===== config.mk =====
export PLATFORM = sky130hd
export DESIGN_NAME = multicycle_control_unit
export DESIGN_NICKNAME = d
export VERILOG_FILES = /design/src/rtl/multicycle_control_unit.sv
export SDC_FILE = /design/constraint.sdc
export NUM_CORES = 1
export LEC_CHECK = 0
export ABC_AREA = 0
export CAP_MARGIN = 15
export CORE_ASPECT_RATIO = 2
export CORE_MARGIN = 2
export CORE_UTILIZATION = 39
export CTS_BUF_LIST = sky130_fd_sc_hd__clkbuf_2
export CTS_CLUSTER_SIZE = 28
export DETAILED_ROUTE_END_ITERATION = 12
export GPL_TIMING_DRIVEN = 1
export HOLD_SLACK_MARGIN = 0.06
export PLACE_DENSITY = 0.87
export SLEW_MARGIN = 0
export SYNTH_ARGS = -nofsm -noshare
export SYNTH_HDL_FRONTEND = slang
export SYNTH_SLANG_ARGS = --single-unit

===== constraint.sdc =====
create_clock -name clk -period 2.8 [get_ports clk]
set_clock_uncertainty 0.05 [all_clocks]
set_input_delay 0.56 -clock clk [delete_from_list [all_inputs] [get_ports clk]]
set_output_delay 0.56 -clock clk [all_outputs]
set_load 0.02 [all_outputs]

===== src/rtl/multicycle_control_unit.sv =====
// Multi-cycle MIPS sequencer: FETCH/DECODE/EXEC/MEM/WB/JUMP with a memory-wait watchdog.
// Optional perf counters (retired_count, stall_count) are enabled by defining MCU_PERF_COUNTERS_EN.
module multicycle_control_unit #(
    parameter int WAIT_LIMIT = 16,
    parameter int CNT_W      = 32
) (
    input  logic             clk,
    input  logic             rst,
    input  logic [31:0]      instruction,
    input  logic             alu_zero,
    input  logic             imem_ready,
    input  logic             dmem_ready,
    output logic             imem_req,
    output logic             dmem_req,
    output logic             ir_wren,
    output logic             pc_wren,
    output logic [2:0]       pc_control,
    output logic [3:0]       data_mem_wren,
    output logic             reg_file_wren,
    output logic             reg_file_dmux_select,
    output logic             reg_file_rmux_select,
    output logic             alu_mux_select,
    output logic [3:0]       alu_control,
    output logic             illegal_instr,
    output logic             bus_error,
    output logic [CNT_W-1:0] retired_count,
    output logic [CNT_W-1:0] stall_count
);
    typedef enum logic [2:0] {
        S_FETCH = 3'd0, S_DECODE = 3'd1, S_EXEC = 3'd2,
        S_MEM   = 3'd3, S_WB     = 3'd4, S_JUMP = 3'd5
    } state_t;

    localparam int WW = (WAIT_LIMIT < 2) ? 1 : $clog2(WAIT_LIMIT + 1);

    state_t          r_state, w_next;
    logic [WW-1:0]   r_wait;
    logic [5:0]      w_op, w_funct;
    logic            w_is_load, w_is_sw, w_is_branch, w_is_jr, w_op_legal;
    logic            w_ready, w_waiting, w_abort, w_wait_inc;
    logic [3:0]      w_alu_op;
    logic            w_alu_ok;
    logic            w_unused_bits;

    assign w_op          = instruction[31:26];
    assign w_funct       = instruction[5:0];
    assign w_unused_bits = ^instruction[25:6];
    assign w_is_load     = (w_op == 6'h20) || (w_op == 6'h21) || (w_op == 6'h23) ||
                           (w_op == 6'h24) || (w_op == 6'h25);
    assign w_is_sw       = (w_op == 6'h2B);
    assign w_is_branch   = (w_op == 6'h04) || (w_op == 6'h05);
    assign w_is_jr       = (w_op == 6'h00) && (w_funct == 6'h08);

    // Watchdog: a ready arriving on the limit cycle takes precedence over the abort.
    assign w_ready    = (r_state == S_FETCH) ? imem_ready : dmem_ready;
    assign w_waiting  = ((r_state == S_FETCH) || (r_state == S_MEM)) && !w_ready;
    assign w_abort    = (WAIT_LIMIT != 0) && w_waiting && (r_wait == WW'(WAIT_LIMIT));
    assign w_wait_inc = w_waiting && !w_abort;

    always_comb begin
        w_op_legal = 1'b0;
        case (w_op)
            6'h00, 6'h04, 6'h05, 6'h08, 6'h09, 6'h0A, 6'h0C, 6'h0D,
            6'h20, 6'h21, 6'h23, 6'h24, 6'h25, 6'h2B: w_op_legal = 1'b1;
            default:                                  w_op_legal = 1'b0;
        endcase
    end

    always_comb begin
        w_alu_op = 4'b1111;
        w_alu_ok = 1'b1;
        if (w_op == 6'h00) begin
            case (w_funct)
                6'h24: w_alu_op = 4'b0000;
                6'h25: w_alu_op = 4'b0001;
                6'h21: w_alu_op = 4'b0010;
                6'h26: w_alu_op = 4'b0011;
                6'h27: w_alu_op = 4'b0100;
                6'h23: w_alu_op = 4'b0110;
                6'h2A: w_alu_op = 4'b0111;
                6'h00: w_alu_op = 4'b1000;
                6'h02: w_alu_op = 4'b1001;
                6'h03: w_alu_op = 4'b1010;
                6'h20: w_alu_op = 4'b1011;
                6'h08: w_alu_op = 4'b1111;
                default: w_alu_ok = 1'b0;
            endcase
        end else begin
            case (w_op)
                6'h0C:                      w_alu_op = 4'b0000;
                6'h0D:                      w_alu_op = 4'b0001;
                6'h09:                      w_alu_op = 4'b0010;
                6'h0A:                      w_alu_op = 4'b0111;
                6'h04, 6'h05:               w_alu_op = 4'b1100;
                6'h08, 6'h20, 6'h21, 6'h23,
                6'h24, 6'h25, 6'h2B:        w_alu_op = 4'b1011;
                default:                    w_alu_ok = 1'b0;
            endcase
        end
    end

    always_comb begin
        w_next               = r_state;
        imem_req             = 1'b0;
        dmem_req             = 1'b0;
        ir_wren              = 1'b0;
        pc_wren              = 1'b0;
        pc_control           = 3'b000;
        data_mem_wren        = 4'b0000;
        reg_file_wren        = 1'b0;
        reg_file_dmux_select = 1'b0;
        reg_file_rmux_select = 1'b0;
        alu_mux_select       = 1'b0;
        alu_control          = 4'b1111;
        illegal_instr        = 1'b0;
        bus_error            = 1'b0;
        if (!rst) begin
            case (r_state)
                S_FETCH: begin
                    if (w_abort) begin
                        bus_error = 1'b1;
                        pc_wren   = 1'b1;
                    end else begin
                        imem_req = 1'b1;
                        if (imem_ready) begin
                            ir_wren = 1'b1;
                            w_next  = S_DECODE;
                        end
                    end
                end
                S_DECODE: begin
                    if (w_op == 6'h02 || w_op == 6'h03) w_next = S_JUMP;
                    else if (w_op_legal)                w_next = S_EXEC;
                    else begin
                        illegal_instr = 1'b1;
                        pc_wren       = 1'b1;
                        w_next        = S_FETCH;
                    end
                end
                S_EXEC: begin
                    alu_control    = w_alu_op;
                    // Branches compare two registers, so they keep the register operand.
                    alu_mux_select = (w_op != 6'h00) && !w_is_branch;
                    if (!w_alu_ok) begin
                        illegal_instr = 1'b1;
                        pc_wren       = 1'b1;
                        w_next        = S_FETCH;
                    end else if (w_is_branch) begin
                        pc_wren    = 1'b1;
                        pc_control = (alu_zero ^ (w_op == 6'h05)) ? 3'b011 : 3'b000;
                        w_next     = S_FETCH;
                    end else if (w_is_jr) begin
                        pc_wren    = 1'b1;
                        pc_control = 3'b010;
                        w_next     = S_FETCH;
                    end else if (w_is_load || w_is_sw) w_next = S_MEM;
                    else                                w_next = S_WB;
                end
                S_MEM: begin
                    if (w_abort) begin
                        bus_error = 1'b1;
                        pc_wren   = 1'b1;
                        w_next    = S_FETCH;
                    end else begin
                        dmem_req      = 1'b1;
                        data_mem_wren = w_is_sw ? 4'b1111 : 4'b0000;
                        if (dmem_ready) begin
                            if (w_is_sw) begin
                                pc_wren = 1'b1;
                                w_next  = S_FETCH;
                            end else w_next = S_WB;
                        end
                    end
                end
                S_WB: begin
                    reg_file_wren        = 1'b1;
                    pc_wren              = 1'b1;
                    reg_file_dmux_select = !w_is_load;
                    reg_file_rmux_select = (w_op == 6'h00);
                    w_next               = S_FETCH;
                end
                S_JUMP: begin
                    pc_wren    = 1'b1;
                    pc_control = 3'b001;
                    w_next     = S_FETCH;
                end
                default: w_next = S_FETCH;
            endcase
        end
    end

    // Waiting never leaves the state, so any non-waiting cycle clears the count.
    always_ff @(posedge clk) begin
        if (rst) begin
            r_state <= S_FETCH;
            r_wait  <= '0;
        end else begin
            r_state <= w_next;
            r_wait  <= w_wait_inc ? r_wait + WW'(1) : '0;
        end
    end

`ifdef MCU_PERF_COUNTERS_EN
    logic [CNT_W-1:0] r_retired, r_stall;
    logic             w_retire;
    assign w_retire = pc_wren && !illegal_instr && !bus_error;

    always_ff @(posedge clk) begin
        if (rst) begin
            r_retired <= '0;
            r_stall   <= '0;
        end else begin
            if (w_retire)   r_retired <= r_retired + CNT_W'(1);
            if (w_wait_inc) r_stall   <= r_stall + CNT_W'(1);
        end
    end
    assign retired_count = r_retired;
    assign stall_count   = r_stall;
`else
    assign retired_count = '0;
    assign stall_count   = '0;
`endif
endmodule


==> results.cfg, run 1 <==
[routing]
routed_wirelength_um = 4550
drt-pass1-iter-count = 4
drt_first_iter_violations = 49
ant_nets = 0
detail_route.vias_per_cell = 4.84
routedWlPerCell_um = 12.2
drc_errors = 0
vias_post_dr = 1805

[critical_path]
rr_worst_depth = 9
critPathSlowestCell = o41ai_1
regToRegSetupSlack_ns = 1.03
critical_path_peak_fanout = 6
timing.critical_path.to = alu_control[2]
crit_path_max_incr_delay_ns = 0.30
critical_path.startpoint_type = input pin
cp_cell_sequence = dlygate4sd2_1 -> and3b_1 -> a32o_2 -> a31oi_4 -> a211oi_1 -> o41ai_1 -> buf_2
critical_path.reg2reg.startpoint = r_wait[0]
worst_r2r_endpoint = r_state[2]
arrival_ns = 2.14
timing.critical_path.from = instruction[1]
worstSetupPathType = input pin to output port
worst_setup_path_end_kind = output port
worstPathRequired_ns = 2.19

[place]
place.gp.congestion = 0.947
port_buffers = 36
dpl.hpwl_um = 3360
numPlacedInstances = 358

[floorplan]
placeable_area_um2 = 4250
initial_utilization_pct = 40.1
die_width_um = 50.7
fp.dieH_um = 97.5
ports_placed_on_the_boundary = 122
dieArea_um2 = 4950
fp-row-count = 34

[cells_and_area]
drive_gt1_share_pct = 28.5
layout.area.seq_um2 = 160
fin_cells = 373
fillers = 400
mostFrequentLayoutCells = 65 x conb_1, 49 x buf_4, 23 x nor2_1
synthToLayoutAreaGrowth_pct = 33.0
final_common_cell = conb_1
nets = 360
multi_input_gate_area_um2 = 1260
finalCoreUtilization_pct = 53.3
diodes = 0

[grt]
overflow = 0
vias_in_the_first_global_route = 1634
grt_max_degree = 13
grt_pass1_wl_um = 6860
globalRouteTotalUtil_pct = 17.2
grt_antenna_before_repair = 0

[clocking]
later_pin_clock_latency_in_the_skew_report_ns = 0.25
cts_root_buffer = clkbuf_2
clk_path_buf_depth = 2
cts_hold_buf = 0
number_of_buffers_inserted_during_clock_tree_synthesis = 3
h_tree_lvl_count = 1
cts_tree = yes
tritoncts_num_sinks = 8
worst_setup_hold_path_clk_slew_ns = 0.07

[power]
power_switching_mw = 0.220
leakagePower_nw = 1.13
power.share.switching_pct = 47.1
comb_power_share_pct = 59.2
power.sequential.fraction_pct = 25.7
power_report.internal_total_mw = 0.246
cellPowerDensity_nw_per_um2 = 206
p_clk_share_pct = 15.1
max-vdd-ir-drop_mv = 0.138

[run_status]
outcome = complete, no violations

[sta]
setup_viol_count_final = 0
hold_ws_ns = 0.414
min_period_over_period_pct = 98.3
setup_total_negative_slack_ns = 0
hold_viol_final = 0
finalWorstPathRequiredPeriod_ns = 2.75
fmax_ghz = 0.363
final_max_slew_viol_count = 0

[synthesis]
share_of_the_yosys_chip_area_belonging_to_registers_pct = 9.40
postSynth.asyncResetShare_pct = 0
yosysWarningCount = 0
synth_edf_count = 0
postSynthAreaPerCell_um2 = 7.10
synth.distinct_cells = 60
synth_flop_cell = dfxtp_1
postSynthRegisterBits = 8
synth.cell_area_um2 = 1700
synthesis.instances = 240

[job]
max-cap-violations = 0

[worst_hold_path]
worst_hold_path_type = flip-flop to flip-flop
## how the worst min path moves through the flow
stage          slack [ns]   endpoint       from  cells after the start
6_report             0.41  r_wait[0]  r_wait[0]                      1
5_1_grt              0.46  r_wait[0]  r_wait[0]                      1
4_1_cts              0.42  r_wait[0]  r_wait[0]                      1
3_5_place_dp         0.41  r_wait[0]  r_wait[0]                      1
3_3_place_gp         0.39  r_wait[0]  r_wait[0]                      1
2_1_floorplan        0.38  r_wait[0]  r_wait[0]                      1
## cells in the mapped netlist (2+ instances only)
library cell | number | share of area (%)
and3b_1 | 2 | 1.0
o21ai_1 | 2 | 0.59
nand2b_1 | 4 | 1.5
a21oi_1 | 16 | 4.7
and2b_1 | 2 | 0.88
or3b_1 | 2 | 1.0
buf_6 | 2 | 1.3
buf_2 | 4 | 1.2
nand3_1 | 6 | 1.8
o211ai_1 | 3 | 1.3
nor3b_1 | 2 | 0.88
inv_1 | 10 | 2.2
xor2_1 | 3 | 1.5
nor2_1 | 24 | 5.3
nor2b_1 | 5 | 1.8
buf_4 | 70 | 31
a211oi_1 | 2 | 0.88
o31ai_1 | 2 | 0.88
xnor2_1 | 4 | 2.1
nand3b_1 | 4 | 1.8
nand2_1 | 10 | 2.2
o21ai_0 | 2 | 0.59
dfxtp_1 | 8 | 9.4
a31oi_1 | 4 | 1.5
ha_1 | 2 | 1.5
o21bai_1 | 4 | 1.8
or3_1 | 2 | 0.73
nor3_1 | 7 | 2.1
## critical path: cells and delay by family
kind	cells	cell delay, ns
buffers and inverters	2	0.52
and+or+nand+nor	1	0.21
AOI/OAI and AO/OA	4	0.85
## registers in the layout, indices dropped and copies added (netlist names)
name	flops
r_wait	5
r_state	3
## per-layer routing
| metal | routed length (um) | global-route usage, % |
|---|---|---|
| met1 | 1720 | 19.5 |
| met2 | 2340 | 30.2 |
| met3 | 372 | 2.46 |
| met4 | 114 | 8.52 |
| met5 | 0 | 0 |
## area by class of cell
class	instances	area share, %
inverter	10	1.66
timing repair buffer	90	32.1
multi-input combinational	208	55.5
sequential	8	7.07
clock buffer	3	0.663
tap	54	2.98
## kinds of logic after synthesis
kind of cell / after synthesis / synth area share [%]
buffers and inverters: 88 / 36.0
and+or+nand+nor: 83 / 27.5
AOI/OAI and AO/OA: 50 / 21.3
DFF: 8 / 9.40
xor gates and xnor gates: 7 / 3.60
adders and majority gates: 2 / 1.47
other: 1 / 0.220
muxes: 1 / 0.587
## power by group through the flow
stage | Clock (mW) | Sequential [mW] | Combinational (mW)
6_report | 0.0704 | 0.120 | 0.276
5_1_grt | 0.0781 | 0.120 | 0.295
4_1_cts | 0.0715 | 0.120 | 0.260
3_5_place_dp | 0 | 0.122 | 0.248
3_3_place_gp | 0 | 0.122 | 0.244
2_1_floorplan | 0 | 0.121 | 0.233
## metrics by stage
stage | power [mW] | worst slack, ns | cell area (um2)
after CTS | 0.451 | -0.127 | 2190
after floorplan | 0.353 | 0.198 | 1950
final | 0.466 | 0.0464 | 2270
after global placement | 0.366 | -0.643 | 2120
after global routing | 0.493 | -0.00911 | 2270
after detailed placement | 0.370 | -0.671 | 2120
## repair_timing
| item | CTS | global route |
|---|---|---|
| endpoints found under the setup margin | 19 | 13 |
| buffers inserted | 7 | 5 |
| resized for setup | 84 | 21 |
| pin swaps | 8 | 9 |
Note: power is estimated with default switching activity, not from simulation.
==> run 2: changes to the inputs <==
--- a/config.mk
+++ b/config.mk
@@ -8,7 +8,6 @@
 export ABC_AREA = 0
 export CAP_MARGIN = 15
 export CORE_ASPECT_RATIO = 2
-export CORE_MARGIN = 2
 export CORE_UTILIZATION = 39
 export CTS_BUF_LIST = sky130_fd_sc_hd__clkbuf_2
 export CTS_CLUSTER_SIZE = 28
@@ -16,7 +15,7 @@
 export GPL_TIMING_DRIVEN = 1
 export HOLD_SLACK_MARGIN = 0.06
 export PLACE_DENSITY = 0.87
-export SLEW_MARGIN = 0
+export SLEW_MARGIN = 20
 export SYNTH_ARGS = -nofsm -noshare
 export SYNTH_HDL_FRONTEND = slang
 export SYNTH_SLANG_ARGS = --single-unit
==> run 2 against run 1 <==
Against the previous run: power fell by 3.6%; routed wire length fell by 5.4%; sequential power barely moved; final cell count fell by 0.80%; first-iteration DRC count fell by 4.1%; setup slack improved by 0.016 ns; critical path type unchanged; critical endpoint is now alu_control[3].
==> results.cfg, run 2 (same netlist as run 1, synthesis figures left out) <==
[run_status]
outcome = complete, no violations

[sta]
hold_viol_final = 0
rsz_0062_raised_after_global_routing = no
min_period_over_period_pct = 97.8
finalWorstPathRequiredPeriod_ns = 2.74
fmax_ghz = 0.365
setup_viol_count_final = 0
final_max_slew_viol_count = 0

[floorplan]
initial_utilization_pct = 41.3
die_width_um = 48.7
fp.dieH_um = 95.5
fp-row-count = 33
dieArea_um2 = 4650
ports_placed_on_the_boundary = 122
placeable_area_um2 = 4130

[place]
port_buffers = 36
place.gp.congestion = 0.898
dpl.hpwl_um = 3380

[routing]
detail_route.vias_per_cell = 4.84
drt_first_iter_violations = 47
drc_errors = 0
routed_wirelength_um = 4310
vias_post_dr = 1790
routedWlPerCell_um = 11.6
ant_nets = 0
drt-pass1-iter-count = 4

[grt]
vias_in_the_first_global_route = 1673
overflow = 0
grt_antenna_before_repair = 0
grt_max_degree = 12
globalRouteTotalUtil_pct = 18.3
grt_pass1_wl_um = 6940

[clocking]
cts_tree = yes
tritoncts_num_sinks = 8
worst_setup_hold_path_clk_slew_ns = 0.07
clk_path_buf_depth = 2
cts_root_buffer = clkbuf_2
later_pin_clock_latency_in_the_skew_report_ns = 0.23
cts_hold_buf = 0
number_of_buffers_inserted_during_clock_tree_synthesis = 3
h_tree_lvl_count = 1

[power]
p_clk_share_pct = 14.9
comb_power_share_pct = 58.1
p_total_mw = 0.449
cellPowerDensity_nw_per_um2 = 203
power.share.switching_pct = 46.9
power_switching_mw = 0.211
max-vdd-ir-drop_mv = 0.192
power.sequential.fraction_pct = 27.0
leakagePower_nw = 1.09
power_report.internal_total_mw = 0.239

[critical_path]
worstSetupPathType = input pin to output port
cp_cell_sequence = dlygate4sd2_1 -> buf_6 -> nor4_4 -> nand2_2 -> a311o_1 -> a21o_1 -> clkdlybuf4s15_1
critical_path.startpoint_type = input pin
timing.critical_path.depth = 7
path_delay_family = buffers and inverters
critical_path.n_buffers_inverters = 3
rr_worst_depth = 6
worst_setup_path_end_kind = output port
critPathSlowestCell = a311o_1
arrival_ns = 2.13
crit_path_max_incr_delay_ns = 0.30
critical_path_peak_fanout = 6
worstPathRequired_ns = 2.19

[cells_and_area]
mostFrequentLayoutCells = 65 x conb_1, 52 x buf_4, 23 x nor2_1
synthToLayoutAreaGrowth_pct = 29.6
largest_register_ff_count = 5
layout_top_registers = r_wait (5), r_state (3)
drive_gt1_share_pct = 28.0
nets = 359
final_common_cell = conb_1
max_flop_register = r_wait
finalCoreUtilization_pct = 53.5
diodes = 0

[job]
max-cap-violations = 0

[worst_hold_path]
worst_hold_path_type = flip-flop to flip-flop
holdPathStages = 1
## run 2: cell types whose count changed in the layout (fill, tap and decap cells not counted), sizes merged
cell	change
clkbuf	+7
dlygate4sd2	-1
dlymetal6s2s	-3
clkdlybuf4s15	+4
buf	-8
## run 2: what timing repair did
item,CTS,global route
setup buffers,6,1
resized for setup,68,26
endpoints found under the setup margin,18,15
pin swaps,6,5
## run 2: worst paths after layout
| kind | from | to | slack (ns) |
|---|---|---|---|
| hold reg to reg | r_wait[0] | r_wait[0] | 0.42 |
| setup reg to reg | r_state[0] | r_state[2] | 0.93 |
| setup / recovery | instruction[31] | alu_control[3] | 0.06 |
| hold / removal | r_wait[0] | r_wait[0] | 0.42 |
## run 2: final cells by class
class	count	area, um2
clock buffer	3	15.0
fill	412	1920
inverter	10	37.5
multi-input combinational	208	1230
sequential	8	160
tap	52	65.1
timing repair buffer	89	697
## run 2: power by group through the flow
stage | clock network, mW | registers, mW | logic (mW)
after floorplan | 0 | 0.121 | 0.233
after CTS | 0.0688 | 0.121 | 0.254
after global placement | 0 | 0.124 | 0.247
after detailed placement | 0 | 0.124 | 0.251
after global routing | 0.0742 | 0.122 | 0.281
final | 0.0670 | 0.121 | 0.261
## run 2: per-stage QoR
step | cell area [um2] | std cells | setup TNS, ns | worst slack (ns) | hold WS, ns
after global placement | 2150 | 360 | -7.46 | -0.599 | 0.390
after global routing | 2210 | 370 | 0 | 0.00248 | 0.452
after floorplan | 1950 | 304 | 0 | 0.198 | 0.380
after detailed placement | 2150 | 360 | -7.70 | -0.646 | 0.403
final | 2210 | 370 | 0 | 0.0628 | 0.416
after CTS | 2210 | 369 | 0 | 0.000318 | 0.420
## run 2: per-layer routing
layer	vias to the layer above	share of wire (%)	GRT usage (%)
li1	854	-	-
met1	830	34	16.0
met2	91	58	39.6
met3	15	5.2	1.91
met4	0	2.7	8.33
met5	-	0	0
